File: src/rtl/bin_pkg.sv
// Shared types and encodings for the multi-mode image binarizer.
// Used by the binarizer top level and the reusable classifier.
package bin_pkg;

   typedef enum logic [2:0] {
      ST_IDLE = 3'd0,
      ST_SUM  = 3'd1,
      ST_CALC = 3'd2,
      ST_BIN  = 3'd3,
      ST_DONE = 3'd4
   } bin_state_t;

   localparam logic [1:0] MODE_FIXED = 2'd0;
   localparam logic [1:0] MODE_INV   = 2'd1;
   localparam logic [1:0] MODE_BAND  = 2'd2;
   localparam logic [1:0] MODE_MEAN  = 2'd3;

   localparam logic [1:0] LED_IDLE = 2'b00;
   localparam logic [1:0] LED_SUM  = 2'b01;
   localparam logic [1:0] LED_BIN  = 2'b10;
   localparam logic [1:0] LED_DONE = 2'b11;

   // Mode 3 runs a summing pass before binarizing; the others go straight to it.
   function automatic logic needs_sum_pass(input logic [1:0] mode);
      return (mode == MODE_MEAN);
   endfunction

endpackage

File: src/rtl/bin_classify.sv
// Combinational pixel classifier: compares one grey pixel against the
// threshold(s) selected by the binarization mode.
module bin_classify
   import bin_pkg::*;
#(
   parameter int PIX_W = 8
) (
   input  logic [1:0]       mode,
   input  logic [PIX_W-1:0] pix,
   input  logic [PIX_W-1:0] thres_lo,
   input  logic [PIX_W-1:0] thres_hi,
   output logic             result
);

   // Mode 3 reuses the thres_lo input for the computed mean; an empty band yields 0.
   always_comb begin
      result = 1'b0;
      case (mode)
         MODE_FIXED: result = (pix >= thres_lo);
         MODE_INV:   result = (pix < thres_lo);
         MODE_BAND:  result = (pix >= thres_lo) && (pix <= thres_hi);
         MODE_MEAN:  result = (pix >= thres_lo);
         default:    result = 1'b0;
      endcase
   end

endmodule

File: src/rtl/binarization_multi.sv
// Streams a grey frame from a synchronous RAM, classifies each pixel in one of
// four modes and writes one result bit per pixel to the binary frame buffer.
module binarization_multi
   import bin_pkg::*;
#(
   parameter int PIX_W  = 8,
   parameter int ADDR_W = 16
) (
   input  logic              bin_clk,
   input  logic              bin_rst_n,
   input  logic              bin_ctrl,
   input  logic [1:0]        bin_mode,
   input  logic [PIX_W-1:0]  thres_lo,
   input  logic [PIX_W-1:0]  thres_hi,
   output logic [ADDR_W-1:0] pixel_address,
   input  logic [PIX_W-1:0]  pixel_data,
   output logic [ADDR_W-1:0] bin_address,
   output logic              bin_data,
   output logic              bin_we,
   output logic [ADDR_W:0]   fg_count,
   output logic [PIX_W-1:0]  mean_thres,
   output logic [1:0]        condition_led
);

   localparam int SUM_W = PIX_W + ADDR_W;
   localparam logic [ADDR_W-1:0] LAST_ADDR = {ADDR_W{1'b1}};
   localparam logic [ADDR_W-1:0] ADDR_ONE  = {{(ADDR_W-1){1'b0}}, 1'b1};
   localparam logic [ADDR_W:0]   CNT_ONE   = {{ADDR_W{1'b0}}, 1'b1};

   bin_state_t        state_r;
   logic [1:0]        mode_r;
   logic [PIX_W-1:0]  thr_lo_r;
   logic [PIX_W-1:0]  thr_hi_r;
   logic              addr_act_r;
   logic              vld_r;
   logic [ADDR_W-1:0] rd_addr_r;
   logic [SUM_W-1:0]  sum_r;
   logic [ADDR_W:0]   fg_run_r;
   logic [PIX_W-1:0]  cls_lo_s;
   logic              cls_s;

   // Mode 3 compares against the computed mean instead of the latched low threshold.
   always_comb begin
      cls_lo_s = thr_lo_r;
      if (mode_r == MODE_MEAN) begin
         cls_lo_s = mean_thres;
      end else begin
         cls_lo_s = thr_lo_r;
      end
   end

   bin_classify #(
      .PIX_W (PIX_W)
   ) u_classify (
      .mode     (mode_r),
      .pix      (pixel_data),
      .thres_lo (cls_lo_s),
      .thres_hi (thr_hi_r),
      .result   (cls_s)
   );

   // Control FSM with address counter, read-valid pipeline, accumulator and counters.
   always_ff @(posedge bin_clk or negedge bin_rst_n) begin
      if (!bin_rst_n) begin
         state_r       <= ST_IDLE;
         mode_r        <= MODE_FIXED;
         thr_lo_r      <= {PIX_W{1'b0}};
         thr_hi_r      <= {PIX_W{1'b0}};
         addr_act_r    <= 1'b0;
         vld_r         <= 1'b0;
         rd_addr_r     <= {ADDR_W{1'b0}};
         sum_r         <= {SUM_W{1'b0}};
         fg_run_r      <= {(ADDR_W+1){1'b0}};
         pixel_address <= {ADDR_W{1'b0}};
         bin_address   <= {ADDR_W{1'b0}};
         bin_data      <= 1'b0;
         bin_we        <= 1'b0;
         fg_count      <= {(ADDR_W+1){1'b0}};
         mean_thres    <= {PIX_W{1'b0}};
         condition_led <= LED_IDLE;
      end else begin
         // Read data for the address issued last cycle is valid this cycle.
         vld_r     <= addr_act_r;
         rd_addr_r <= pixel_address;
         bin_we    <= 1'b0;
         if (addr_act_r) begin
            if (pixel_address == LAST_ADDR) begin
               addr_act_r <= 1'b0;
            end else begin
               pixel_address <= pixel_address + ADDR_ONE;
            end
         end

         case (state_r)
            ST_IDLE, ST_DONE: begin
               if (bin_ctrl) begin
                  mode_r        <= bin_mode;
                  thr_lo_r      <= thres_lo;
                  thr_hi_r      <= thres_hi;
                  sum_r         <= {SUM_W{1'b0}};
                  fg_run_r      <= {(ADDR_W+1){1'b0}};
                  pixel_address <= {ADDR_W{1'b0}};
                  addr_act_r    <= 1'b1;
                  if (needs_sum_pass(bin_mode)) begin
                     state_r       <= ST_SUM;
                     condition_led <= LED_SUM;
                  end else begin
                     state_r       <= ST_BIN;
                     condition_led <= LED_BIN;
                  end
               end
            end
            ST_SUM: begin
               if (vld_r) begin
                  sum_r <= sum_r + SUM_W'(pixel_data);
                  if (rd_addr_r == LAST_ADDR) begin
                     state_r <= ST_CALC;
                  end
               end
            end
            ST_CALC: begin
               mean_thres    <= sum_r[SUM_W-1:ADDR_W];
               pixel_address <= {ADDR_W{1'b0}};
               addr_act_r    <= 1'b1;
               state_r       <= ST_BIN;
               condition_led <= LED_BIN;
            end
            ST_BIN: begin
               if (vld_r) begin
                  bin_we      <= 1'b1;
                  bin_data    <= cls_s;
                  bin_address <= rd_addr_r;
                  if (cls_s) begin
                     fg_run_r <= fg_run_r + CNT_ONE;
                  end
               end
               // The last write is on the bus now; its count is already in fg_run_r.
               if (bin_we && (bin_address == LAST_ADDR)) begin
                  fg_count      <= fg_run_r;
                  state_r       <= ST_DONE;
                  condition_led <= LED_DONE;
               end
            end
            default: begin
               addr_act_r    <= 1'b0;
               state_r       <= ST_IDLE;
               condition_led <= LED_IDLE;
            end
         endcase
      end
   end

endmodule

File: config.mk
export PLATFORM = sky130hd
export DESIGN_NAME = binarization_multi
export DESIGN_NICKNAME = d
export VERILOG_FILES = /design/src/rtl/bin_pkg.sv /design/src/rtl/bin_classify.sv /design/src/rtl/binarization_multi.sv
export SDC_FILE = /design/constraint.sdc
export NUM_CORES = 1
export LEC_CHECK = 0
export CORE_MARGIN = 3
export CORE_UTILIZATION = 56
export DETAILED_ROUTE_END_ITERATION = 10
export PLACE_DENSITY = 0.9
export SYNTH_ARGS = -nofsm -noshare
export SYNTH_HDL_FRONTEND = slang
export SYNTH_SLANG_ARGS = --single-unit
export TNS_END_PERCENT = 100
File: constraint.sdc
create_clock -name bin_clk -period 3.7 [get_ports bin_clk]
set_input_delay 0.555 -clock bin_clk [delete_from_list [all_inputs] [get_ports bin_clk]]
set_output_delay 0.555 -clock bin_clk [all_outputs]
set_load 0.005 [all_outputs]
==> run metrics, run 1 <==
clock share of power 0.295; fmax 297 MHz; critical path type flip-flop to flip-flop; EDFF count, synth 0; dpl hpwl 12400 um; initial cell density of the core 0.581; DR top layer met4; RSZ-0062 raised after global routing false; Logic pwr share 0.347; final setup vio count 0; crit-path most repeated cell ha_1; layout cells sized above 1 0.0967; proportion of synthesized area in mux cells 0.0381; cell-internal power 3.71 mW; Main synth FF type dfrtp_1; IO Pins 90; Worst-path clk slew 0.06 ns; Die Y-Extent 118 um; outcome finished clean; FILL cells 857; Final Skew 0.00756 ns; Min Hold Slack 0.111 ns; Via density 5.94; total number of vias 5852; HP Class input port to async pin; sequential area share after synthesis 0.499; standard-cell rows 40; largest family of logic cells by synthesized area simple AND/OR/NAND/NOR gates; DRT Pass-1 Iters 5; Slew @ Worst Pin 1.11 ns; share of the synthesized area in the top cell type 0.499; Post-Place Cells 953; clk root buf clkbuf_16; Mean Syn Cell Area 9.91 um2; DIE AREA 14000 um2; top cell type by total area after synthesis dfrtp_1; DRC 0; vias in the first global route 5898; pin count of the biggest net entering global routing 72; Clk Latency, worst-skew pair 0.42 ns; core area 12200 um2; Startpoint Class flip-flop; flops & latches, synth 141; crit-path cells ha_1 -> mux2i_1 -> ha_1 -> and4b_1 -> a211oi_1 -> or3_4 -> nand2_2 -> o21a_1 -> buf_4 -> o41ai_1; initial antenna violation count 0; Post-Synth Adder-Cell Area 0.0542; metal2 WL 9470 um; Post-CTS Setup Repair Bufs 0; # hold bufs at CTS 0; family with the most delay on the worst path compound AO/OA/AOI/OAI gates; Placed Area 8130 um2; Final Hold Violating Endpoints 0; Synthesis Warnings 0; Sink Count 141; Post-Synth XOR/XNOR Area 0.0372; antenna violation net count after detailed routing 0; total power 5.99 mW; leak pwr 4.00 nW; first-pass GRT wire length 30000 um; sequential power share 0.358; minimum clock period 3.37 ns; Post-Syn Instances 713; Post-Syn Area 7070 um2; Crit path required time 4.00 ns; Worst Setup End Kind flip-flop; Synth Area in Simple Gates 0.190; fin area 8740 um2; GRT Overall Usage 0.268; synth top area cells dfrtp_1 50%, nand2_1 7.0%, ha_1 5.1%; final setup TNS 0 ns; Synth cell types 63; Bufs and invs on worst path 1; crit-path max cell delay 0.50 ns; n_diodes 0; Slew headroom 0.253; PortBufs 89; Layout Nets 863; worst endpoint data arrival time 3.67 ns; ys async rst share 1.00; chip width 118 um; P&R area growth vs syn 23.7%; CTS resizes 0; CTS tree yes; CP max-delay cell ha_1; Overflow after GRT 0; Final period util 0.910; Inserted Clock Buffers 17; Pwr Density 686 nW/um2; number of DRC markers in iteration 0 571; htree depth 4; Max clock buf depth 2; CP Launch Point mode_r[0]$_DFFE_PN0P_; CP max FO 12; DR WL/cell 18.5 um; Max Cap Viol 0; Switching Power 2.28 mW; gp weighted congestion 0.885; reg2reg start mode_r[0]$_DFFE_PN0P_; Synth Area in Compound Gates 0.145; final slew viol count 0; met3 WL 981 um; Max IR drop VDD 0.000402 V; met1 WL 7560 um; Syn Nets 772; switching share of power 0.381; routed wire length 18300 um; fin cells 985
==> cells by family after synthesis <==
kind of cell,count (synthesis)
AND/OR/NAND/NOR,280
adder cells (fa/ha/maj),30
multiplexers,25
buffers and inverters,61
XOR/XNOR,30
AO/OA/AOI/OAI,146
flip-flops,141
==> power groups by stage <==
stage | Clock, mW | Combinational [mW] | Sequential [mW]
2_1_floorplan | 0 | 1.44 | 2.05
3_3_place_gp | 0 | 1.93 | 2.13
3_5_place_dp | 0 | 2.01 | 2.15
4_1_cts | 1.78 | 2.05 | 2.14
5_1_grt | 1.85 | 2.29 | 2.19
6_report | 1.77 | 2.08 | 2.15
==> through the flow <==
stage	setup WS (ns)	utilization
after floorplan	0.749	-
after global placement	0.539	0.669
after detailed placement	0.454	0.669
after CTS	0.398	0.719
after global routing	0.158	0.719
final	0.333	0.719
==> metal layers <==
layer	global-route usage	vias to the layer above
met5	0	-
met4	0.0857	0
met3	0.0684	30
met2	0.461	198
met1	0.331	2910
li1	-	2714
==> cell usage in the layout (no fill, tap or decap), types with 22 or more instances in the layout <==
cell type        Yosys  layout
clkdlybuf4s50_1      0      88
dfrtp_1            141     141
ha_1                29      29
inv_1               29      29
nand2_1            132     132
nand3_1             30      30
nand4_1             23      23
nor2_1              42      42
o21ai_0             53      53
xor2_1              22      22
==> layout make-up <==
| class | count | area, um2 | share of cell area |
|---|---|---|---|
| flip-flops and latches | 141 | 3530 | 0.404 |
| multi-input cells | 511 | 3280 | 0.375 |
| repair buffers | 101 | 995 | 0.114 |
| clock buffers | 18 | 429 | 0.0491 |
| well taps | 168 | 210 | 0.0240 |
| clock inverters | 14 | 181 | 0.0207 |
| inverters | 32 | 120 | 0.0137 |
==> synth_stat cells, types with 2 or more instances <==
master    count
dfrtp_1     141
nand2_1     132
o21ai_0      53
nor2_1       42
nand3_1      30
ha_1         29
inv_1        29
nand4_1      23
clkbuf_1     22
xor2_1       22
a21oi_1      15
mux2_2       15
and3_1       13
a31oi_1      12
mux2i_1      10
and4_1        9
o41ai_1       8
xnor2_1       8
a22o_1        7
o21a_1        7
a211oi_1      6
nor3_1        6
o31ai_2       5
or3_1         5
a21o_1        4
and2_1        4
buf_6         3
nor2b_1       3
nor4_1        3
o211ai_1      3
o21bai_1      3
o221ai_1      3
o41ai_2       3
a41o_1        2
buf_2         2
inv_2         2
o21ai_1       2
o31ai_1       2
==> state kept, by name (all words and copies together), names as in the netlist, 16 cells and up <==
name	count
pixel_address	16
bin_address	16
rd_addr_r	16
fg_run_r	17
fg_count	17
sum_r	24
==> final timing paths <==
kind                            cells past startpoint                 endpoint  slack [ns]
worst min register to register                      0  rd_addr_r[10]$_DFF_PN0_        0.47
worst min-delay path                                1  thr_hi_r[3]$_DFFE_PN0P_        0.11
min in group bin_clk                                0  rd_addr_r[10]$_DFF_PN0_        0.47
max in group asynchronous                           2  fg_count[7]$_DFFE_PN0P_        2.66
worst max register to register                     10  fg_run_r[7]$_DFFE_PN0P_        0.33
worst max-delay path                               10  fg_run_r[7]$_DFFE_PN0P_        0.33
Power figures use the tool's default switching activity.
==> run 2, diff against run 1 <==
--- a/config.mk
+++ b/config.mk
@@ -5,7 +5,6 @@
 export SDC_FILE = /design/constraint.sdc
 export NUM_CORES = 1
 export LEC_CHECK = 0
-export CORE_MARGIN = 3
 export CORE_UTILIZATION = 56
 export DETAILED_ROUTE_END_ITERATION = 10
 export PLACE_DENSITY = 0.9
==> run 2 against run 1 <==
- largest power group unchanged
- non-clock buffer count fell by 1
- fmax is 1.8% lower
- core utilization down 0.36 points
- first-iteration DRC count stayed put
- wire length fell by 4.6%
- count of clock-buffer cells in the layout unchanged
- sequential share of layout area is 0.20 points higher
- sequential power about the same
- die area shrank 6.6%
- worst setup slack worse by 0.062 ns
==> run metrics, run 2 (same netlist as run 1, synthesis figures left out) <==
outcome finished clean (unchanged); CTS tree yes (unchanged); final slew viol count 0 (unchanged); Inserted Clock Buffers 17 (unchanged); fin area 8700 um2 (was 8740 um2); vias in the first global route 5956 (was 5898); Final period util 0.927 (was 0.910); Setup WS pre-CTS 0.363 ns (was 0.454 ns); IO Pins 90 (unchanged); Max clock buf depth 2 (unchanged); worst endpoint data arrival time 3.77 ns (was 3.67 ns); Sink Count 141 (unchanged); most frequent cells in the layout 141 x dfrtp_1, 132 x nand2_1, 88 x clkdlybuf4s50_1 (unchanged); Max IR drop VDD 0.000362 V (was 0.000402 V); Setup WS post-layout 0.270 ns (was 0.333 ns); Startpoint Class flip-flop (unchanged); Final Hold Violating Endpoints 0 (unchanged); Top reg by flops sum_r (unchanged); Slew @ Worst Pin 1.15 ns (was 1.11 ns); RSZ-0062 raised after global routing false (unchanged); CP max FO 8 (was 12); Max Cap Viol 0 (unchanged); GRT Overall Usage 0.284 (was 0.268); Placed Area 8130 um2 (about the same); gp weighted congestion 0.909 (was 0.885); total number of vias 5970 (was 5852); critical path type flip-flop to flip-flop (unchanged); final setup TNS 0 ns (unchanged); leak pwr 3.98 nW (was 4.00 nW); n_diodes 0 (unchanged); Layout Nets 862 (was 863); standard-cell rows 40 (unchanged); layout cells sized above 1 0.0968 (was 0.0967); Worst-path clk slew 0.06 ns (about the same); Largest register FFs 24 (unchanged); Die Y-Extent 114 um (was 118 um); initial cell density of the core 0.581 (unchanged); number of DRC markers in iteration 0 571 (unchanged); dpl hpwl 12100 um (was 12400 um); Final Skew 0.00604 ns (was 0.00756 ns); commonest non-fill, non-tap cell in the layout dfrtp_1 (unchanged); DRT Pass-1 Iters 5 (unchanged); Via density 6.07 (was 5.94); Slew headroom 0.229 (was 0.253); PortBufs 89 (unchanged); Crit path required time 4.04 ns (was 4.00 ns); clk root buf clkbuf_16 (unchanged); initial antenna violation count 0 (unchanged); core area 12200 um2 (unchanged); fmax 292 MHz (was 297 MHz); CTS resizes 0 (unchanged); Clk Latency, worst-skew pair 0.42 ns (about the same); Overflow after GRT 0 (unchanged); HP Class input port to async pin (unchanged); htree depth 4 (unchanged); # hold bufs at CTS 0 (unchanged); FILL cells 853 (was 857); top flop regs sum_r x24, fg_count x17, fg_run_r x17 (unchanged); routed wire length 17400 um (was 18300 um); minimum clock period 3.43 ns (was 3.37 ns); chip width 114 um (was 118 um); antenna violation net count after detailed routing 0 (unchanged); DIE AREA 13100 um2 (was 14000 um2); Pwr Density 671 nW/um2 (was 686 nW/um2); P&R area growth vs syn 23.1% (was 23.7%); pin count of the biggest net entering global routing 95 (was 72); first-pass GRT wire length 28700 um (was 30000 um); DRC 0 (unchanged); DR WL/cell 17.7 um (was 18.5 um); Post-CTS Setup Repair Bufs 0 (unchanged); Worst Setup End Kind flip-flop (unchanged); final setup vio count 0 (unchanged)
## run 2: area by class of cell
type                            instances  area (um2)  area share
Sequential cell                       141        3530       0.406
Multi-Input combinational cell        511        3280       0.377
Timing Repair Buffer                  100         987       0.113
Clock buffer                           18         439      0.0505
Tap cell                              168         210      0.0242
Clock inverter                         14         135      0.0155
Inverter                               32         120      0.0138
## run 2: power by group
group / switching [mW] / internal, mW / total (mW)
logic: 1.27 / 0.788 / 2.06
clock network: 0.686 / 0.952 / 1.64
registers: 0.303 / 1.84 / 2.14
total: 2.26 / 3.58 / 5.84
## run 2: path summary, 6_finish.rpt
path / slack [ns] / from / cells past startpoint / end
setup / recovery: 0.27 / mode_r[0]$_DFFE_PN0P_ / 10 / fg_run_r[1]$_DFFE_PN0P_
hold / removal: 0.20 / bin_rst_n / 1 / pixel_address[12]$_DFF_PN0_
setup reg to reg: 0.27 / mode_r[0]$_DFFE_PN0P_ / 10 / fg_run_r[1]$_DFFE_PN0P_
hold reg to reg: 0.46 / pixel_address[10]$_DFF_PN0_ / 0 / rd_addr_r[10]$_DFF_PN0_
max in group asynchronous: 2.63 / bin_rst_n / 2 / thr_lo_r[3]$_DFFE_PN0P_
min in group bin_clk: 0.46 / pixel_address[10]$_DFF_PN0_ / 0 / rd_addr_r[10]$_DFF_PN0_
## run 2: critical path, stage by stage, from the launching register on
cell and delay [ns]:
dfrtp_1 0.39, ha_1 0.51, mux2_2 0.41, ha_1 0.28, and4_1 0.21, a2111oi_2 0.54
a211oi_4 0.13, inv_2 0.09, o21a_1 0.32, buf_4 0.23, mux2i_1 0.22
## run 2: stage by stage
stage	instances	util	power (mW)	hold slack, ns
after global placement	952	0.668	4.02	0.430
after floorplan	713	-	3.49	0.259
after CTS	984	0.715	5.81	0.237
after detailed placement	952	0.668	4.15	0.438
after global routing	984	0.715	6.13	0.271
final	984	0.715	5.84	0.202
## run 2: layer usage
| layer | global-route usage | share of wire | vias up |
|---|---|---|---|
| met2 | 0.487 | 0.52 | 288 |
| li1 | - | - | 2710 |
| met3 | 0.0572 | 0.054 | 61 |
| met5 | 0 | 0 | - |
| met1 | 0.342 | 0.40 | 2911 |
| met4 | 0.139 | 0.033 | 0 |
